==> config.mk <==
export PLATFORM = sky130hd
export DESIGN_NAME = regfile_multiport
export DESIGN_NICKNAME = d
export VERILOG_FILES = /design/src/rtl/regfile_multiport.sv
export SDC_FILE = /design/constraint.sdc
export NUM_CORES = 2
export LEC_CHECK = 0
export ABC_CLOCK_PERIOD_IN_PS = 6620
export CAP_MARGIN = 20
export CELL_PAD_IN_SITES_DETAIL_PLACEMENT = 1
export CELL_PAD_IN_SITES_GLOBAL_PLACEMENT = 1
export CORE_ASPECT_RATIO = 0.7
export CORE_MARGIN = 1
export CORE_UTILIZATION = 35
export CTS_CLUSTER_DIAMETER = 50
export DETAILED_ROUTE_END_ITERATION = 6
export PLACE_DENSITY_LB_ADDON = 0.1
export SETUP_SLACK_MARGIN = 0.02
export SLEW_MARGIN = 20
export SYNTH_ARGS = -nofsm -noshare
export SYNTH_HDL_FRONTEND = slang
export SYNTH_SLANG_ARGS = --single-unit
==> constraint.sdc <==
create_clock -name clk -period 6.62 [get_ports clk]
set_clock_uncertainty 0.2 [all_clocks]
set_input_delay 1.324 -clock clk [delete_from_list [all_inputs] [get_ports clk]]
set_output_delay 1.324 -clock clk [all_outputs]
set_load 0.005 [all_outputs]
==> src/rtl/regfile_multiport.sv <==
// Purpose: parametrised multi-port register file with x0 hardwired to zero and a hardware clear sequencer; optional macro REGFILE_BYPASS_EN.
// Latency: reads are combinational (0 cycles); writes land on the rising edge; clear takes NUM_REGS-1 edges.
// Backpressure: while ready=0 (clearing) writes are dropped and reads return 0; there is no stall path.
module regfile_multiport #(
    parameter int XLEN      = 32,
    parameter int NUM_REGS  = 32,
    parameter int NUM_READ  = 2,
    parameter int NUM_WRITE = 2,
    localparam int AW       = $clog2(NUM_REGS)
) (
    input  logic                      clk,
    input  logic                      reset_n,
    input  logic [NUM_READ*AW-1:0]    rd_addr,
    output logic [NUM_READ*XLEN-1:0]  rd_data,
    input  logic [NUM_WRITE-1:0]      wr_en,
    input  logic [NUM_WRITE*AW-1:0]   wr_addr,
    input  logic [NUM_WRITE*XLEN-1:0] wr_data,
    input  logic                      clear_req,
    output logic                      ready,
    output logic                      wr_conflict
);

    typedef enum logic {CLEAR, READY} state_t;

    localparam logic [AW-1:0] LAST_IDX  = AW'(NUM_REGS - 1);
    localparam logic [AW-1:0] FIRST_IDX = AW'(1);

    state_t          state;
    logic [AW-1:0]   clr_idx;
    logic [XLEN-1:0] registers [NUM_REGS];
    logic            conflict_nxt;

    // Detect two or more enabled write ports aimed at the same nonzero register.
    always_comb begin
        conflict_nxt = 1'b0;
        for (int i = 0; i < NUM_WRITE; i++) begin
            for (int j = i + 1; j < NUM_WRITE; j++) begin
                if (wr_en[i] && wr_en[j] &&
                    (wr_addr[i*AW +: AW] == wr_addr[j*AW +: AW]) &&
                    (wr_addr[i*AW +: AW] != '0)) begin
                    conflict_nxt = 1'b1;
                end
            end
        end
    end

    // Clear/ready sequencer with registered ready and conflict flags.
    always_ff @(posedge clk or negedge reset_n) begin
        if (!reset_n) begin
            state       <= CLEAR;
            clr_idx     <= FIRST_IDX;
            ready       <= 1'b0;
            wr_conflict <= 1'b0;
        end else begin
            case (state)
                CLEAR: begin
                    wr_conflict <= 1'b0;
                    if (clear_req) begin
                        clr_idx <= FIRST_IDX;
                    end else if (clr_idx == LAST_IDX) begin
                        state <= READY;
                        ready <= 1'b1;
                    end else begin
                        clr_idx <= clr_idx + 1'b1;
                    end
                end
                READY: begin
                    if (clear_req) begin
                        state       <= CLEAR;
                        clr_idx     <= FIRST_IDX;
                        ready       <= 1'b0;
                        wr_conflict <= 1'b0;
                    end else begin
                        wr_conflict <= conflict_nxt;
                    end
                end
                default: begin
                    state <= CLEAR;
                    clr_idx <= FIRST_IDX;
                    ready <= 1'b0;
                    wr_conflict <= 1'b0;
                end
            endcase
        end
    end

    // Array update: zero one entry per edge while clearing, otherwise apply
    // writes in ascending port order so the highest-index port wins a tie.
    always_ff @(posedge clk) begin
        if (state == CLEAR) begin
            registers[clr_idx] <= '0;
        end else if (!clear_req) begin
            for (int w = 0; w < NUM_WRITE; w++) begin
                if (wr_en[w] && (wr_addr[w*AW +: AW] != '0)) begin
                    registers[wr_addr[w*AW +: AW]] <= wr_data[w*XLEN +: XLEN];
                end
            end
        end
    end

    // Combinational read ports; x0 and the clearing phase always read zero.
    always_comb begin : read_ports
        logic [AW-1:0]   ra;
        logic [XLEN-1:0] val;
        rd_data = '0;
        for (int r = 0; r < NUM_READ; r++) begin
            ra  = rd_addr[r*AW +: AW];
            val = registers[ra];
`ifdef REGFILE_BYPASS_EN
            // Forward same-cycle write data; later ports override earlier ones.
            for (int w = 0; w < NUM_WRITE; w++) begin
                if (wr_en[w] && (wr_addr[w*AW +: AW] == ra)) begin
                    val = wr_data[w*XLEN +: XLEN];
                end
            end
`endif
            if ((state != READY) || (ra == '0)) begin
                val = '0;
            end
            rd_data[r*XLEN +: XLEN] = val;
        end
    end

endmodule

==> impl_metrics.yaml <==
worst_setup_path:
  timing.rr.start: "state$_DFF_PN0_"
  cp_max_fo: 24
  worstPathCellList: "clkdlybuf4s50_1 -> buf_4 -> nor3b_2 -> buf_4 -> and2_2 -> buf_4 -> a21oi_1 -> nand4_1 -> clkdlybuf4s50_1"
  start_kind: "input pin"
  critical_path_class: "input pin to primary output"
  startpoint: "rd_addr[3]"
  r2r_cells: 7
  worstPathArrival_ns: 4.54
  cp-end-kind: "primary output"
  critPathSlowestCell: "buf_4"
  r2r-end: "registers[17][11]$_DFFE_PP_"
  ff2ff_setup_slack_ns: 2.67
  cp_slowest_stage_delay_ns: 0.61
  worstPathRequired_ns: 5.10
  cpMostUsedCell: "buf_4"
sta:
  fin_tns_setup_ns: 0
  setup_viol: 0
  tightest_slew_ns: 1.19
  slew-limit-headroom_pct: 21.0
  rsz0062_at_grt: "no"
  min_period_ns: 6.06
  period_share_pct: 91.6
  whs_ns: 0.313
  fmax_mhz: 165
  maxSlewViolCount: 0
  hold_viol: 0
power_and_ir_drop:
  power.net_switching_mw: 4.05
  pwr-share-clk_pct: 48.1
  power_density_nw_per_um2: 236
  combPwrFrac_pct: 7.5
  p_leak_nw: 23.4
  power_frac_seq_pct: 44.4
  p_int_mw: 12.3
  swShare_pct: 24.7
  ir_worst_vdd_mv: 0.216
logic_synthesis:
  yosysMostFrequentCell: "edfxtp_1"
  yosysWarningCount: 0
  synth.distinct_cells: 52
  synth_cells: 4952
  yosysTopAreaCellShare_pct: 51.2
  yosys-top-cells-count: "1024 x edfxtp_1, 695 x nand2_1, 622 x o21ai_0"
  syn_avg_cell_area_um2: 12.1
  async_flop_share_pct: 0.775
  synth_area_leaders: "edfxtp_1 51%, mux4_2 9.5%, mux2i_1 8.6%"
  synth_fp_nets: 5043
  synth_top_area_cell: "edfxtp_1"
  ys_seq_elements: 1032
  syn_area_um2: 60000
  synthFlopType: "edfxtp_1"
  synth_edf_count: 1024
  yosysSeqAreaShare_pct: 51.6
die:
  die_h_um: 348
  coreArea_um2: 169000
  die-area_um2: 173000
  die_w_um: 497
  io_pins: 155
  start_util_pct: 35.4
  fp-row-count: 126
clock_tree:
  cts_resized: 0
  clock-sinks: 1032
  cts_setup_buffers: 0
  cts_htree_levels: 4
  numCtsBuffers: 137
  clkTransAtPathRegs_ns: 0.05
  clock_latency_ns: 0.78
  cts_tree: "done"
  clockBufferDepth: 3
  holdBufCountCts: 0
  root_buffer: "clkbuf_16"
cells_and_area:
  drive_gt1_share_pct: 25.1
  area_delta_synth_final_pct: 15.7
  final_core_util_pct: 41.0
  ff_latch_area_um2: 31000
  fill_cells: 17518
  fin_nets: 4966
  multiInputGateArea_um2: 26900
grt:
  overflow: 0
  grt_pass1_vias: 45473
  antenna_found_initial: 26
  track_usage_pct: 33.2
  grt_max_degree: 75
  grt_pass1_wl_um: 394000
detailed_routing:
  vias: 46524
  vias_per_cell: 6.43
  wirelength_um: 292000
  wl_per_cell_um: 40.4
  drtIter0Drc: 6281
  dr.pass1.iters: 5
  ant_nets: 0
  drc: 0
hold_path:
  min_from: "ready$_DFFE_PN0P_"
  hold_depth: 1
  hold_end: "ready$_DFFE_PN0P_"
  hold_path_class: "flip-flop to flip-flop"
placed_design:
  port-buffer-count: 154
  gp_congestion: 0.859
  dp_hpwl_um: 172000
run_status:
  status: "completed"
flow_run:
  drv_cap: 0
state kept, by name, summed over array words and instances, names as in the netlist:
| register | cells |
|---|---|
| wr_conflict | 1 |
| registers | 1024 |
| ready | 1 |
| clr_idx | 5 |
| state | 1 |
worst max-delay path by stage:
stage	endpoint	slack, ns
6_report	rd_data[3]	0.56
5_1_grt	rd_data[6]	0.52
4_1_cts	rd_data[3]	0.62
3_5_place_dp	rd_data[3]	0.62
3_3_place_gp	rd_data[3]	0.61
2_1_floorplan	registers[12][0]$_DFFE_PP_	0.92
per-stage QoR:
stage          worst slack, ns  power, mW  area [µm²]  cells
2_1_floorplan            0.925       8.03       60000   4952
3_3_place_gp             0.610       8.61       64700   6974
3_5_place_dp             0.620       8.61       64700   6976
4_1_cts                  0.617       16.4       69400   7224
5_1_grt                  0.519       16.7       69400   7225
6_report                 0.557       16.4       69400   7235
cells in the final DEF (no fill, tap or decap), drive strengths merged, types with 10 or more instances in the layout:
cell and n:
a22oi 257, mux2 384, buf 242, nor2 19
nand2 722, edfxtp 1024, mux2i 516, inv 42
o21bai 19, clkbuf 170, nand4 67, mux4 254
nor3 15, diode 11, o21ai 622, clkinvlp 10
nand3 132, a21oi 124, clkinv 47, and3 55
clkdlybuf4s50 144, bufinv 16
routing by layer:
layer  GRT usage (%)  vias to the layer above  routed length (µm)
met5               0                        -                  66
met4            11.1                       10               10000
met3            7.34                      476               27000
met2            49.9                     2513              127000
met1            47.0                    24730              127000
li1                -                    18795                   -
layout make-up:
class,count,share of cell area (%)
Antenna cell,11,0.0397
Tap cell,2240,4.04
Multi-Input combinational cell,3281,38.7
Sequential cell,1032,44.6
Inverter,36,0.195
Timing Repair Buffer,387,5.72
Clock buffer,169,5.42
Clock inverter,79,1.27
kinds of logic after synthesis:
kind of cell,Yosys count,synth area share [%]
fa+ha+maj,2,0.0417
xor+xnor,8,0.117
flops,1032,51.6
buf+inv,639,4.88
compound gates,1048,10.1
simple gates,1069,7.97
mux,1154,25.3
power by group through the flow:
| stage | clock network [mW] | logic (mW) | registers (mW) |
|---|---|---|---|
| floorplan | 0 | 0.640 | 7.39 |
| global placement | 0 | 1.20 | 7.40 |
| detailed placement | 0 | 1.21 | 7.41 |
| CTS | 7.94 | 1.21 | 7.27 |
| global route | 8.16 | 1.25 | 7.28 |
| finish | 7.87 | 1.23 | 7.28 |
worst max-delay path: cells and delay by family:
family	cells	cell delay [ns]
AO/OA/AOI/OAI	1	0.15
buffers and inverters	5	2.27
AND/OR/NAND/NOR	3	0.75
Note: power is estimated with default switching activity, not from simulation.
